$ cat src/rtl/writeback_unit.sv
// Writeback stage: ALU results reach the register file 1 cycle after accept; loads take 2+ cycles.
// ready_o drops while a load waits for memory, so upstream holds its instruction until the response.
module writeback_unit #(
  parameter int ADDR_SIZE     = 5,
  parameter int WORD_SIZE     = 32,
  parameter int REG_ADDR_SIZE = 5
) (
  input  logic                     clk_i,
  input  logic                     rst_i,
  input  logic                     valid_i,
  output logic                     ready_o,
  input  logic [WORD_SIZE-1:0]     alu_data_i,
  input  logic                     load_i,
  input  logic [1:0]               size_i,
  input  logic                     unsigned_i,
  input  logic [REG_ADDR_SIZE-1:0] rd_addr_i,
  input  logic                     rd_we_i,
  output logic [ADDR_SIZE-1:0]     mem_addr_o,
  input  logic [WORD_SIZE-1:0]     mem_data_i,
  input  logic                     mem_valid_i,
  output logic                     rd_we_o,
  output logic [REG_ADDR_SIZE-1:0] rd_addr_o,
  output logic [WORD_SIZE-1:0]     rd_data_o
);

  typedef enum logic {IDLE, WAIT} state_t;

  typedef struct packed {
    logic [ADDR_SIZE-1:0]     addr;
    logic [1:0]               size;
    logic                     uns;
    logic [REG_ADDR_SIZE-1:0] rd;
    logic                     we;
  } ld_t;

  state_t                   state_q, state_d;
  ld_t                      ld_q, ld_d;
  logic                     rd_we_q, rd_we_d;
  logic [REG_ADDR_SIZE-1:0] rd_addr_q, rd_addr_d;
  logic [WORD_SIZE-1:0]     rd_data_q, rd_data_d;

  logic [1:0]           off;
  logic [7:0]           lane_b;
  logic [15:0]          lane_h;
  logic [WORD_SIZE-1:0] ld_data;

  assign ready_o    = !rst_i && (state_q == IDLE);
  assign mem_addr_o = rst_i ? '0 :
                      (state_q == IDLE) ? alu_data_i[ADDR_SIZE-1:0] : ld_q.addr;
  assign rd_we_o    = rd_we_q;
  assign rd_addr_o  = rd_addr_q;
  assign rd_data_o  = rd_data_q;

  // Little-endian lane select; halfword ignores off[0] rather than trapping.
  always_comb begin
    off = ld_q.addr[1:0];
    case (off)
      2'd0:    lane_b = mem_data_i[7:0];
      2'd1:    lane_b = mem_data_i[15:8];
      2'd2:    lane_b = mem_data_i[23:16];
      default: lane_b = mem_data_i[31:24];
    endcase
    lane_h = off[1] ? mem_data_i[31:16] : mem_data_i[15:0];
    case (ld_q.size)
      2'b00:   ld_data = {{(WORD_SIZE-8){~ld_q.uns & lane_b[7]}}, lane_b};
      2'b01:   ld_data = {{(WORD_SIZE-16){~ld_q.uns & lane_h[15]}}, lane_h};
      default: ld_data = mem_data_i;
    endcase
  end

  always_comb begin
    state_d   = state_q;
    ld_d      = ld_q;
    rd_we_d   = 1'b0;
    rd_addr_d = rd_addr_q;
    rd_data_d = rd_data_q;
    case (state_q)
      IDLE: begin
        if (valid_i) begin
          if (load_i) begin
            ld_d.addr = alu_data_i[ADDR_SIZE-1:0];
            ld_d.size = size_i;
            ld_d.uns  = unsigned_i;
            ld_d.rd   = rd_addr_i;
            ld_d.we   = rd_we_i;
            state_d   = WAIT;
          end else begin
            rd_we_d   = rd_we_i && (rd_addr_i != '0);
            rd_addr_d = rd_addr_i;
            rd_data_d = alu_data_i;
          end
        end
      end
      default: begin
        // Response is only honoured here, so a load never completes in its accept cycle.
        if (mem_valid_i) begin
          rd_we_d   = ld_q.we && (ld_q.rd != '0);
          rd_addr_d = ld_q.rd;
          rd_data_d = ld_data;
          state_d   = IDLE;
        end
      end
    endcase
  end

  always_ff @(posedge clk_i) begin
    if (rst_i) begin
      state_q   <= IDLE;
      ld_q      <= '0;
      rd_we_q   <= 1'b0;
      rd_addr_q <= '0;
      rd_data_q <= '0;
    end else begin
      state_q   <= state_d;
      ld_q      <= ld_d;
      rd_we_q   <= rd_we_d;
      rd_addr_q <= rd_addr_d;
      rd_data_q <= rd_data_d;
    end
  end

endmodule
$ cat config.mk
export PLATFORM = sky130hd
export DESIGN_NAME = writeback_unit
export DESIGN_NICKNAME = d
export VERILOG_FILES = /design/src/rtl/writeback_unit.sv
export SDC_FILE = /design/constraint.sdc
export NUM_CORES = 1
export LEC_CHECK = 0
export BUFFER_PORTS_ARGS = -buffer_cell sky130_fd_sc_hd__buf_4
export CAP_MARGIN = 20
export CORE_ASPECT_RATIO = 1.5
export CORE_MARGIN = 4
export CORE_UTILIZATION = 53
export CTS_BUF_LIST = sky130_fd_sc_hd__clkbuf_8 sky130_fd_sc_hd__clkbuf_16
export DETAILED_ROUTE_END_ITERATION = 8
export PLACE_DENSITY_LB_ADDON = 0.2
export SYNTH_ARGS = -nofsm -noshare
export SYNTH_HDL_FRONTEND = slang
export SYNTH_SLANG_ARGS = --single-unit
$ cat constraint.sdc
create_clock -name clk_i -period 3.3 [get_ports clk_i]
set_clock_uncertainty 0.15 [all_clocks]
set_input_delay 0.495 -clock clk_i [delete_from_list [all_inputs] [get_ports clk_i]]
set_output_delay 0.495 -clock clk_i [all_outputs]
set_load 0.1 [all_outputs]
== Yosys cells after proc, flatten, opt, wreduce, memory -nomap -nowiden ==
Cells that the tools add are included.

* Register bits: 53
* Bits of input ports: 78
* Word-level logic and storage cells: 50

* Eq/ne operators: 5
* Muxes and demuxes: 21
* Bitwise operators: 4
* Reduce and logical (&&, ||, !) cells: 11

{| class="wikitable"
|+ Operator list
! kind !! count
|-
| $mux W32 || 4
|-
| $pmux W32 S2 || 1
|-
| $mux W5 || 6
|-
| $pmux W8 S3 || 1
|-
| $mux W16 || 1
|-
| $reduce_bool A5 Y1 || 2
|-
| $mux W1 || 8
|-
| $reduce_and A3 Y1 || 2
|-
| $eq A2 B1 Y1 const B || 2
|-
| $logic_not A2 Y1 || 2
|-
| $logic_and A1 B1 Y1 || 3
|-
| $and A1 B1 Y1 || 2
|-
| $eq A2 B2 Y1 const B || 1
|-
| $ne A2 B1 Y1 const B || 1
|-
| $ne A2 B2 Y1 const B || 1
|-
| $not A1 Y1 || 2
|-
| $reduce_bool A2 Y1 || 1
|-
| $logic_not A1 Y1 || 1
|}

== Longest topological paths before layout ==
Gate-level depths: netlist of run 1.

* Depth in word-level cells: 6
* Mapped depth: 7
* Depth with buffers taken out: 4

== Worst setup path before layout of run 1 ==
Ideal clock, no wire load.

* Kind: in2out
* Start: in rst_i
* End: out mem_addr_o[0]
* Arrival: 2551 ps
* Data required time: 2655 ps
* Path slack: 104 ps
* Stages on the path: 4
* Buffers on the path: 3
* Cell sequence: clkbuf_1 > clkbuf_1 > buf_1 > a21oi_1

* Cells in the longest elaborated chain, start to end: 1

{| class="wikitable"
|+ RTL lines
! element !! line !! text
|-
| start, declared || 9 || <nowiki>input logic rst_i,</nowiki>
|-
| $mux W5 || 48 || <nowiki>assign mem_addr_o = rst_i ? '0 :</nowiki>
|-
| end, declared || 18 || <nowiki>output logic [ADDR_SIZE-1:0] mem_addr_o,</nowiki>
|}

Every way passes these cells.

== Worst setup path after layout of run 1 ==
* Start: reg state_q
* End: out mem_addr_o[4]

* Cells in the longest elaborated chain, start to end: 2

{| class="wikitable"
|+ RTL lines
! element !! line !! text
|-
| start, declared || 36 || <nowiki>state_t state_q, state_d;</nowiki>
|-
| start signal, assigned || 114 || <nowiki>state_q <= state_d;</nowiki>
|-
| $mux W5 || 49 || <nowiki>(state_q == IDLE) ? alu_data_i[ADDR_SIZE-1:0] : ld_q.addr;</nowiki>
|-
| $mux W5 || 48 ||
|}

Every way passes these cells.

==> metrics list, run 1 <==
* DIE AREA: 0.00710 mm²
* Static leakage: 1.65 nW
- Overall die width: 70.1 µm
- Number of antenna cells inserted: 0
- TritonCTS clock tree: yes
* Cells traversed along the worst timing path: buf_4, inv_2, nand2_1, a21oi_1, buf_4
* Wire length of the first global-routing pass: between 15000 and 20000 µm
- H-tree lvl count: 2
- The post-route netlist has 31.0% of its cells at a drive strength greater than 1.
- DRC violations left: 0
- Antenna violations before repair: 0
- Origin of the critical flop-to-flop path: state_q$_SDFF_PP0_
- Summing all placed instances gives a cell area of between 0.003 and 0.004 mm².
- In this run, post-CTS hold repair placed 0 buffers.
- In the routed layout, each cell is associated on average with a via count of just over 6.
- CP peak stage delay: 410 ps
- PostCTS Resize Cnt: 0
* CP max stage cell: sky130_fd_sc_hd__dfxtp_1
- The final layout contains 558 nets.
- Count of distinct cell types in the synthesized netlist: 54
* Clock Tree Buf Depth: 2
- Number of post-CTS setup repair buffers: 0
- Total setup violations reported at the end of the flow: 0
* Count of yosys warnings during synthesis: 0
- The path class of the tightest hold or removal check is in -> reg.
* WP data arrival: 1950 ps
* Total vias in the final route: around 3.4k
* Fin cells: around 550
- Floorplan die height: 101 µm
- Counting flops with a built-in enable in the synthesized netlist gives 0.
* CP startpoint kind: register
- Outcome: finished, final reports clean
- Unrepaired setup endpoints after global routing: false
- The startpoint identified for the worst hold timing path is alu_data_i[3].
* Sequential-to-total area share from yosys stat: 34.6%
* Final hold violation count: 0
- Dividing the synthesized area by the synthesized cell count gives 8.08 µm².
- In this run, synthesis produced a sequential element count of 53.
- Timing would allow up to 385 MHz.
- Final non-filler cell area: 0.00405 mm²
* Final worst-path cycle share: 78.7%
- Counting flops with an async set or reset pin after synthesis yields a share of 0%.
- The first routing iteration left around 200 violations.
- Net switching is 41.6% of the power.
* Int Power: 1.04 mW
* Last weighted congestion value of the routability-driven placer: 0.844
* Core area: approximately 0.0055 mm²
- Top flip-flop cell by instance count after synthesis: sky130_fd_sc_hd__dfxtp_1
- Setup TNS Final: 0 ps
- Max rail drop VDD: 0.000346 V
* Cell at the root of the clock tree: sky130_fd_sc_hd__clkbuf_8
- For the pin with the worst max-slew slack, the measured transition is a little under 700 ps.
- Overflow after GRT: 0
- Of the total synthesized cell area, the portion taken by XOR and XNOR cells is 0%.
* Power density over the cells: 438 mW/mm²
* Combinational fraction of design power: 37.7%
* Relative contribution of sequential cells to total power: between 40% and 50%
* Sum of net half-perimeters after detailed placement: approximately 7400 µm
- Port Buffer Count: 121
- The worst setup path is captured at an output port.
- Final routed wirelength across all metal layers: between 9000 and 10000 µm
- The cell area that synthesis handed to floorplanning was 0.00307 mm².
* Combinational family with the most area after synthesis: compound AO/OA/AOI/OAI gates
- The tool flagged a number of max-cap violations equal to 0.
* Initial cell density of the core: 55.5%
- After synthesis, the share of cell area in mux cells is between 5 and 6%.
- Clock buffer count from CTS: 5
- CTS saw 53 sinks.
- Crit path kind: reg -> out
* Clock Latency Late Sink: between 300 and 400 ps
- Ports placed on the boundary: 122
- Post-detailed-route wirelength per cell: 17.9 µm
- Synth Area in Adders: 0%
- Number of global-route vias before repair: 3263
- Min Clock Period, post-route: between 2000 and 3000 ps
- From synthesis to final layout, the design area changed by 31.9%.
* Placed cells: 542
- FP Rows: 33
- The cell that appears most often on the critical path is sky130_fd_sc_hd__buf_4.
- In this run the remaining antenna-violating nets after routing total 0.
* Clock Power Share: 21.7%
- Source of the critical timing path: state_q$_SDFF_PP0_
- In the synthesized netlist, the number of instances is 380.
- Normalized max-slew margin: around 54%
- STA puts the critical path data required time at 2650 ps.
- Before antenna repair, the detailed router went through 4 iterations.
- Global routing used 27.1% of the available tracks.
- Basic-gate share of the synthesized area counting and, or, nand and nor cells: 18.2%
- Worst-path maximum fanout: 22
* Net load switching power: between 700 and 800 µW
* Share of the synthesized area in compound gates (AO/OA/AOI/OAI): between 30 and 40%
- Number of slew-limit violations in the final report: 0
- Clock-pin slew was measured on the worst setup and hold paths at 100 ps.
- Entering global routing, the biggest net connects 63 pins.
- Post-synth net total: 458
==> synthesized netlist by cell type, types with 2 or more instances <==
master                       n  area (µm²)
sky130_fd_sc_hd__nand2b_1    5        31.3
sky130_fd_sc_hd__mux2i_1    13         130
sky130_fd_sc_hd__a221o_1    11         110
sky130_fd_sc_hd__or4_1       2        15.0
sky130_fd_sc_hd__and3_1      3        18.8
sky130_fd_sc_hd__o2111ai_1   3        26.3
sky130_fd_sc_hd__o2bb2ai_1  12         105
sky130_fd_sc_hd__buf_2      11        55.1
sky130_fd_sc_hd__clkbuf_1   18        67.6
sky130_fd_sc_hd__and2b_1     2        15.0
sky130_fd_sc_hd__a21oi_1    48         240
sky130_fd_sc_hd__buf_4       2        15.0
sky130_fd_sc_hd__o21a_1     11        82.6
sky130_fd_sc_hd__a32o_1      2        20.0
sky130_fd_sc_hd__nor3_1      2        10.0
sky130_fd_sc_hd__buf_6       3        33.8
sky130_fd_sc_hd__and3b_1     6        52.6
sky130_fd_sc_hd__a31oi_1     5        31.3
sky130_fd_sc_hd__inv_1       7        26.3
sky130_fd_sc_hd__a211oi_1    8        60.1
sky130_fd_sc_hd__a311oi_1    3        26.3
sky130_fd_sc_hd__a221oi_1    7        61.3
sky130_fd_sc_hd__nor2b_1     3        18.8
sky130_fd_sc_hd__o21ai_0    11        55.1
sky130_fd_sc_hd__buf_1       4        15.0
sky130_fd_sc_hd__o221ai_1    5        43.8
sky130_fd_sc_hd__o22ai_1     2        12.5
sky130_fd_sc_hd__o211ai_1    2        15.0
sky130_fd_sc_hd__a31o_1      5        43.8
sky130_fd_sc_hd__nand2_1    66         248
sky130_fd_sc_hd__mux2_4      2        30.0
sky130_fd_sc_hd__dfxtp_1    53        1060
sky130_fd_sc_hd__a2111oi_0   2        17.5
sky130_fd_sc_hd__o21ai_1     3        15.0
sky130_fd_sc_hd__nand3_1     2        10.0
sky130_fd_sc_hd__nor2_1     17        63.8
sky130_fd_sc_hd__o32ai_1     2        17.5
==> worst paths after layout <==
| check | slack, ps | end | cells past startpoint |
|---|---|---|---|
| worst max-delay path | 700 | mem_addr_o[4] | 5 |
| worst min-delay path | 270 | ld_q[12]$_SDFFE_PP0P_ | 3 |
| worst max register to register | 1020 | rd_data_o[4]$_SDFFE_PP0P_ | 6 |
| worst min register to register | 310 | ld_q[13]$_SDFFE_PP0P_ | 2 |
==> power groups by stage <==
stage                     combinational [mW]  clock [mW]  sequential (mW)
after CTS                              0.666       0.389            0.718
after global placement                 0.658           0            0.730
after floorplan                        0.238           0            0.971
after global routing                   0.705       0.410            0.724
final                                  0.669       0.385            0.719
after detailed placement               0.664           0            0.732
==> metal layers <==
metal  global-route usage, %  wire [µm]
met4                    13.7        348
met1                    29.9       3610
met5                       0          0
met3                    4.77        699
met2                    49.5       5190
==> sequential cells by signal, indices dropped and copies added (netlist names) <==
register / cells
ld_q: 14
state_q: 1
rd_addr_o: 5
rd_we_o: 1
rd_data_o: 32
==> cells by family after synthesis <==
group,Yosys count
compound gates,149
buf+inv,46
flops,53
mux,16
simple gates,116
==> cells in the final DEF, fill, tap and decap left out, types with 2 or more instances in the layout <==
master,netlist,final
sky130_fd_sc_hd__buf_4,2,130
sky130_fd_sc_hd__nand2_1,66,66
sky130_fd_sc_hd__dfxtp_1,53,53
sky130_fd_sc_hd__a21oi_1,48,48
sky130_fd_sc_hd__nor2_1,17,17
sky130_fd_sc_hd__mux2i_1,13,13
sky130_fd_sc_hd__o2bb2ai_1,12,12
sky130_fd_sc_hd__o21ai_0,11,11
sky130_fd_sc_hd__a221o_1,11,11
sky130_fd_sc_hd__o21a_1,11,11
sky130_fd_sc_hd__a211oi_1,8,8
sky130_fd_sc_hd__inv_1,7,7
sky130_fd_sc_hd__a221oi_1,7,7
sky130_fd_sc_hd__and3b_1,6,6
sky130_fd_sc_hd__nand2b_1,5,5
sky130_fd_sc_hd__o221ai_1,5,5
sky130_fd_sc_hd__a31oi_1,5,5
sky130_fd_sc_hd__a31o_1,5,5
sky130_fd_sc_hd__clkbuf_8,0,5
sky130_fd_sc_hd__nor2b_1,3,3
sky130_fd_sc_hd__and3_1,3,3
sky130_fd_sc_hd__o2111ai_1,3,3
sky130_fd_sc_hd__a311oi_1,3,3
sky130_fd_sc_hd__o21ai_1,3,3
sky130_fd_sc_hd__mux2_4,2,2
sky130_fd_sc_hd__o32ai_1,2,2
sky130_fd_sc_hd__and2b_1,2,2
sky130_fd_sc_hd__a2111oi_0,2,2
sky130_fd_sc_hd__nand3_1,2,2
sky130_fd_sc_hd__o22ai_1,2,2
sky130_fd_sc_hd__nor3_1,2,2
sky130_fd_sc_hd__a32o_1,2,2
sky130_fd_sc_hd__or4_1,2,2
sky130_fd_sc_hd__o211ai_1,2,2
==> critical path: cells and delay by family, from the launching register on <==
kind / cells / cell delay, ps
AOI/OAI and AO/OA: 1 / 170
buffers and inverters: 3 / 860
and+or+nand+nor: 1 / 190
DFF: 1 / 410
==> area by class of cell <==
type | instances | area, µm²
clock buffer | 5 | 68.8
clock inverter | 3 | 21.3
fill | 464 | 1490
inverter | 8 | 30.0
multi-input combinational | 281 | 1790
sequential | 53 | 1060
tap | 70 | 87.6
timing repair buffer | 131 | 987
==> per-stage QoR <==
step	total power [mW]	util (%)	worst slack (ps)	hold WS (ps)
2_1_floorplan	1.21	-	104	287
3_3_place_gp	1.39	71.3	869	293
3_5_place_dp	1.40	71.3	770	299
4_1_cts	1.77	73.0	704	267
5_1_grt	1.84	73.2	601	277
6_report	1.77	73.2	702	270
Note: power is estimated with default switching activity, not from simulation.
==> run 2: changes to the inputs <==
- CORE_UTILIZATION: 53 -> 49
- clock period: 3.3 -> 2.6 ns (I/O delays scaled with it)
==> metrics list, run 2 (same netlist as run 1, synthesis figures left out) <==
* 1st-iter DRT viols: 116 (was 196)
* Origin of the critical flop-to-flop path: ld_q[10]$_SDFFE_PP0P_ (was state_q$_SDFF_PP0_)
- The number of routed nets with antenna violations came to 0 (unchanged).
- The number of antenna violations at the first check in global routing is 0 (unchanged).
* Worst-path maximum fanout: 18 (was 22)
- Number of global-route vias before repair: 3257 (was 3263)
* Critical path required time: 2060 ps (was 2650 ps)
* Power density over the cells: 554 mW/mm² (was 438 mW/mm²)
* Layout cell share with drive strength beyond 1: 31.4% (was 31.0%)
- The overall via count from detail_route was 3341 (was 3358).
* TritonCTS clock tree: yes (unchanged)
* Max rail drop VDD: 0.000343 V (was 0.000346 V)
- DRC violations left: 0 (unchanged)
* Flip-flop count of the largest register, all copies and words added: 32 (unchanged)
- Ports placed on the boundary: 122 (unchanged)
* MaxCap Viol Count: 0 (unchanged)
* Total clock sinks: 53 (unchanged)
- Min Clock Period, post-route: 2370 ps
* Core area: 0.00613 mm² (was 0.00553 mm²)
- Crit path buffers/inverters: 2 (was 3)
- The number of optimization iterations in the first detailed-route pass was 4 (unchanged).
- The hold path startpoint was size_i[0] (was alu_data_i[3]).
- Clock Latency Late Sink: 310 ps (was 320 ps)
* DIE AREA: 0.00762 mm² (was 0.00710 mm²)
* All-layer global routing usage: 25.7% (was 27.1%)
* Unrepaired setup endpoints after global routing: false (unchanged)
* Slew @ Worst Pin: 830 ps (was 684 ps)
* Peak-usage layer in the global routing report: met2 (unchanged)
- Based on the critical path, the design can be clocked at up to 422 MHz.
- Cells traversed along the worst timing path: buf_4, nand2_1, a21oi_1, buf_4 (was buf_4, inv_2, nand2_1, a21oi_1, buf_4).
* Initial cell density of the core: 50.1% (was 55.5%)
* Worst setup EP type: output port (unchanged)
* Source of the critical timing path: state_q$_SDFF_PP0_ (unchanged)
- The sort of element at the start of the critical path was a register (unchanged).
* Floorplan die height: 105 µm (was 101 µm)
* Wire length of the first global-routing pass: 15600 µm (was 15500 µm)
* Clock buffer count from CTS: 5 (unchanged)
* Via/cell ratio: 5.99 (was 6.09)
- Commonest cells after routing, fill and taps aside: sky130_fd_sc_hd__buf_4 (134), sky130_fd_sc_hd__nand2_1 (66), sky130_fd_sc_hd__dfxtp_1 (53) (was sky130_fd_sc_hd__buf_4 (130), sky130_fd_sc_hd__nand2_1 (66), sky130_fd_sc_hd__dfxtp_1 (53))
- The number of core rows is 35 (was 33).
* Total setup violations reported at the end of the flow: 0 (unchanged)
- The most frequent standard cell in the layout excluding fill and tap cells is sky130_fd_sc_hd__buf_4 (unchanged).
- The worst relative slew slack is 44.4% (was 54.4%).
- The net switching power figure is 937 µW (was 737 µW).
- The leakage power figure is 1.66 nW (was 1.65 nW).
- Number of slew-limit violations in the final report: 0 (unchanged)
* Delay-heaviest family, CP: buffers and inverters (unchanged)
- The met2 usage is 44.2% (was 49.5%).
- The final wirelength came to 9940 µm (was 9850 µm).
* Clock Tree Buf Depth: 2 (unchanged)
* Post-Route Hold Slack: 176 ps (was 270 ps)
* Overflow after GRT: 0 (unchanged)
* Fraction of met1 tracks used by global routing: 29.2% (was 29.9%)
* Overall die width: 72.6 µm (was 70.1 µm)
- Fin nets: 561 (was 558)
- The total of cells resized after clock tree synthesis is 0 (unchanged).
* Post-cts hold buffer count: 0 (unchanged)
* CP peak stage delay: 600 ps (was 410 ps)
* Combinational fraction of design power: 37.8% (was 37.7%)
* Tightest Hold Check Type: in -> reg (unchanged)
- Final hold violation count: 0 (unchanged)
- Number of antenna cells inserted: 0 (unchanged)
* Pin count of the biggest net entering global routing: 46 (was 63)
- The arrival time of the worst setup path came to 1830 ps (was 1950 ps).
- The number of fill cells in the layout is 532 (was 464).
- After layout, the worst path uses between 90% and 100% of the clock period.
* Int Power: 1.32 mW (was 1.04 mW)
* Outcome: finished, final reports clean (unchanged)
* Number of post-CTS setup repair buffers: 0 (unchanged)
- H-tree lvl count: 2 (unchanged)
- Growth of design area from synthesis to finish: 32.8% (was 31.9%)
- The clock-pin slew on the worst setup and hold paths was 110 ps (was 100 ps).
* Crit path kind: reg -> out (unchanged)
- Relative contribution of sequential cells to total power: 40.4% (was 40.6%)
- The cell occurring most often along the worst timing path was sky130_fd_sc_hd__buf_4 (unchanged).
* Final Power: 2.26 mW (was 1.77 mW)
- The average detailed-routed wire length per instance came to 17.8 µm (was 17.9 µm).
- The root buffer selected by CTS is sky130_fd_sc_hd__clkbuf_8 (unchanged).
- Clock Power Share: 21.8% (was 21.7%)
* Last weighted congestion value of the routability-driven placer: 0.887 (was 0.844)
- Met3 capacity usage during global routing: 4.04% (was 4.77%)
- The count of buffers inserted at the top-level ports came to 121 (unchanged).
* Switching power share of the total: 41.5% (was 41.6%)
* Sum of net half-perimeters after detailed placement: 7560 µm (was 7350 µm)
- CP max stage cell: sky130_fd_sc_hd__dfxtp_1 (unchanged)
-- run 2: power groups by stage --
stage | Clock, mW | Sequential (mW) | Combinational (mW)
after floorplan | 0 | 1.23 | 0.302
after global placement | 0 | 0.928 | 0.843
after detailed placement | 0 | 0.930 | 0.853
after CTS | 0.499 | 0.911 | 0.855
after global routing | 0.530 | 0.921 | 0.898
final | 0.491 | 0.912 | 0.854
-- run 2: final timing paths --
path                                end  slack (ps)  cells after the start
min reg2reg  rd_data_o[12]$_SDFFE_PP0P_         310                      2
max reg2reg   rd_data_o[5]$_SDFFE_PP0P_         400                      6
max                       mem_addr_o[3]         230                      4
min                ld_q[7]$_SDFFE_PP0P_         180                      3
-- run 2: final cells by class --
class                   count  area [µm²]  area share (%)
multi-input cells         281        1790            44.0
flip-flops and latches     53        1060            26.0
repair buffers            134        1010            24.7
well taps                  74        92.6            2.27
clock buffers               5        68.8            1.69
inverters                   8        30.0           0.737
clock inverters             3        25.0           0.614
-- run 2: worst min-delay path, delay by kind of cell --
kind | cells | cell delay, ps
buffers and inverters | 1 | 110
AO/OA/AOI/OAI | 1 | 50
AND/OR/NAND/NOR | 1 | 50
-- run 2: metrics by stage --
stage	TNS, ps	utilization [%]	setup slack, ps	area (µm²)	cells
after floorplan	-2100	-	-386	3070	380
after global placement	0	64.9	521	3980	550
after detailed placement	0	64.9	455	3980	550
after CTS	0	66.5	232	4080	558
after global routing	0	66.5	90.9	4080	558
final	0	66.5	231	4080	558
-- run 2: metal layers --
| layer | vias to the layer above | wire length (µm) |
|---|---|---|
| met4 | 0 | 443 |
| met1 | 1553 | 3850 |
| met3 | 36 | 580 |
| met5 | - | 0 |
| met2 | 137 | 5060 |
| li1 | 1615 | - |
==> run 3: changes to the inputs <==
--- a/config.mk
+++ b/config.mk
@@ -7,3 +7,2 @@
 export LEC_CHECK = 0
-export BUFFER_PORTS_ARGS = -buffer_cell sky130_fd_sc_hd__buf_4
 export CAP_MARGIN = 20
@@ -11,5 +10,6 @@
 export CORE_MARGIN = 4
-export CORE_UTILIZATION = 49
+export CORE_UTILIZATION = 63
 export CTS_BUF_LIST = sky130_fd_sc_hd__clkbuf_8 sky130_fd_sc_hd__clkbuf_16
 export DETAILED_ROUTE_END_ITERATION = 8
+export DONT_BUFFER_PORTS = 1
 export PLACE_DENSITY_LB_ADDON = 0.2
==> constraint.sdc (replaced) <==
create_clock -name clk_i -period 2.6 [get_ports clk_i]
set_clock_uncertainty 0.15 [all_clocks]
set_input_delay 0.65 -clock clk_i [delete_from_list [all_inputs] [get_ports clk_i]]
set_output_delay 0.65 -clock clk_i [all_outputs]
set_load 0.1 [all_outputs]
==> metrics list, run 3 (same netlist as run 1, synthesis figures left out) <==
- The post-layout total power is 2.13 mW (was 2.26 mW).
- The most frequent standard cell in the layout excluding fill and tap cells is sky130_fd_sc_hd__nand2_1 (was sky130_fd_sc_hd__buf_4).
- The clock insertion delay at the later pin of the skew report came to 320 ps (was 310 ps).
- The leakage power figure came to 1.26 nW (was 1.66 nW).
- The maximum resistive drop on vdd was 0.000487 V (was 0.000343 V).
- Worst-path maximum fanout: 10 (was 18)
* Number of cell instances on the worst register-to-register path: 5 (was 6)
* Ports placed on the boundary: 122 (unchanged)
- Initial cell density of the core: 66.5% (was 50.1%)
- The number of optimization iterations in the first detailed-route pass is 5 (was 4).
* TritonCTS clock tree: yes (unchanged)
- The TritonCTS buffer count is 5 (unchanged).
* Final routed wirelength across all metal layers: 9060 µm (was 9940 µm)
- Sum of net half-perimeters after detailed placement: 6780 µm (was 7560 µm)
* Number of post-CTS setup repair buffers: 0 (unchanged)
* Post-Place Cell Area: 0.00343 mm² (was 0.00398 mm²)
* Crit path kind: reg -> out (unchanged)
- Final non-filler cell area: 0.00353 mm² (was 0.00408 mm²)
- The number of core rows came to 30 (was 35).
- The endpoint of the most critical register-to-register path is rd_data_o[4]$_SDFFE_PP0P_ (was rd_data_o[5]$_SDFFE_PP0P_).
- The largest net degree at the start of global routing is 63 (was 46).
- Fin cells: 460 (was 558)
- The overall via count from detail_route was 3084 (was 3341).
* Least setup slack across all paths after layout: 131 ps (was 231 ps)
- Layout fillers: 374 (was 532)
- The overall die height is 93.5 µm (was 105 µm).
- Flip-flop count of the largest register, all copies and words added: 32 (unchanged)
- The arrival time of the worst setup path came to 1670 ps (was 1830 ps).
- The number of max-slew violations in the final report came to 0 (unchanged).
* DRC violations left: 0 (unchanged)
* Clock Tree Buf Depth: 2 (unchanged)
- Slew @ Worst Pin: 1020 ps (was 830 ps)
* Worst min-delay path startpoint: rst_i (was size_i[0])
- Placement Setup Slack: 403 ps (was 455 ps)
- Commonest cells after routing, fill and taps aside: sky130_fd_sc_hd__nand2_1 (66), sky130_fd_sc_hd__dfxtp_1 (53), sky130_fd_sc_hd__a21oi_1 (43) (was sky130_fd_sc_hd__buf_4 (134), sky130_fd_sc_hd__nand2_1 (66), sky130_fd_sc_hd__dfxtp_1 (53)).
- Placed cells: 452 (was 550)
* Outcome: finished, final reports clean (unchanged)
- Cell at the root of the clock tree: sky130_fd_sc_hd__clkbuf_8 (unchanged)
- The required time of the critical path is 1800 ps (was 2060 ps).
- Register clock-pin slew on the reported worst setup and hold paths: 100 ps (was 110 ps)
- Unrepaired setup endpoints after global routing: false (unchanged).
- The count of clock tree sinks was 53 (unchanged).
- The accumulated negative setup slack came to 0 ps (unchanged).
* Tightest Hold Check Type: in -> reg (unchanged)
- The die footprint came to 0.00608 mm² (was 0.00762 mm²).
- The endpoint of the worst hold path was ld_q[10]$_SDFFE_PP0P_ (was ld_q[7]$_SDFFE_PP0P_).
- H-tree lvl count: 2 (unchanged)
- The number of setup violations in the final report was 0 (unchanged).
- The count of buffers inserted at the top-level ports is 0 (was 121).
- Overall die width: 65.0 µm (was 72.6 µm)
* Growth of design area from synthesis to finish: 15.0% (was 32.8%)
- The global placer's final weighted congestion is 0.887 (about the same).
* Origin of the critical flop-to-flop path: state_q$_SDFF_PP0_ (was ld_q[10]$_SDFFE_PP0P_)
* Min Clock Period, post-route: 2470 ps (was 2370 ps)
- The share of the clock period used by the worst path was 95.0% (was 91.1%).
- The global-route congestion overflow total came to 0 (unchanged).
- The worst relative slew slack was 32.0% (was 44.4%).
* Number of antenna cells inserted: 0 (unchanged)
* Worst R2R Setup Slack: 360 ps (was 400 ps)
- The first-iteration detailed-routing DRC count is 277 (was 116).
* Post-cts hold buffer count: 0 (unchanged)
* All-layer global routing usage: 29.9% (was 25.7%)
- Number of global-route vias before repair: 3045 (was 3257)
- The layout net count came to 473 (was 561).
- Final antenna-violating net count: 0 (unchanged)
- Power density over the cells: 604 mW/mm² (was 554 mW/mm²)
- Worst setup EP type: output port (unchanged)
- Core area: 0.00462 mm² (was 0.00613 mm²)
- The number of stages on the worst hold path came to 1 (was 3).
- The fraction of layout instances using a drive strength above 1 came to 17.7% (was 31.4%).
* Wire length of the first global-routing pass: 14400 µm (was 15600 µm)
- The average detailed-routed wire length per instance was 19.7 µm (was 17.8 µm).
- The maximum achievable frequency came to 405 MHz (was 422 MHz).
- The number of antenna violations at the first check in global routing was 0 (unchanged).
- The total of cells resized after clock tree synthesis was 0 (unchanged).
- The sort of element at the start of the critical path was a register (unchanged).
* MaxCap Viol Count: 0 (unchanged)
- Via/cell ratio: 6.70 (was 5.99)
- The number of hold-slack violations in the final timing report is 0 (unchanged).
-- run 3: cell types whose count changed in the layout (fill, tap and decap cells not counted), sizes merged --
| cell | previous run | this run |
|---|---|---|
| buf | 134 | 46 |
-- run 3: worst max-delay path by stage --
stage	startpoint	end	slack (ps)	cells past startpoint
after CTS	state_q$_SDFF_PP0_	mem_addr_o[1]	140	4
after global routing	state_q$_SDFF_PP0_	mem_addr_o[0]	40	4
after detailed placement	state_q$_SDFF_PP0_	rd_data_o[4]$_SDFFE_PP0P_	400	5
after floorplan	rst_i	mem_addr_o[0]	20	4
after global placement	state_q$_SDFF_PP0_	rd_data_o[4]$_SDFFE_PP0P_	470	5
final	state_q$_SDFF_PP0_	mem_addr_o[1]	130	4
-- run 3: critical path, stage by stage (launching register included) --
cell and delay (ps):
sky130_fd_sc_hd__dfxtp_1 610, sky130_fd_sc_hd__buf_4 260, sky130_fd_sc_hd__nand2_1 100, sky130_fd_sc_hd__a21oi_4 200, sky130_fd_sc_hd__buf_12 190
-- run 3: metrics by stage --
step / hold slack [ps] / utilization, %
finish: 263 / 76.4
global route: 241 / 76.4
global placement: 287 / 74.4
detailed placement: 294 / 74.4
CTS: 245 / 76.4
floorplan: 287 / -
-- run 3: cell type report --
cell class / count / area (µm²) / area share [%]
inverters: 8 / 30.0 / 0.851
clock buffers: 5 / 68.8 / 1.95
flip-flops and latches: 53 / 1060 / 30.1
well taps: 64 / 80.1 / 2.27
clock inverters: 3 / 25.0 / 0.709
multi-input cells: 281 / 1860 / 52.6
repair buffers: 46 / 408 / 11.6
-- run 3: routing by layer --
layer | vias to the layer above | track usage, % | part of all wire (%)
met3 | 32 | 7.81 | 9.2
li1 | 1436 | - | -
met5 | - | 0 | 0
met2 | 169 | 53.9 | 54
met4 | 0 | 13.6 | 3.0
met1 | 1447 | 31.9 | 34
-- run 3: where the power goes --
group	switching, mW	internal [mW]	total (mW)
Combinational	0.476	0.188	0.664
Sequential	0.114	0.866	0.980
Clock	0.292	0.195	0.487
Total	0.882	1.25	2.13
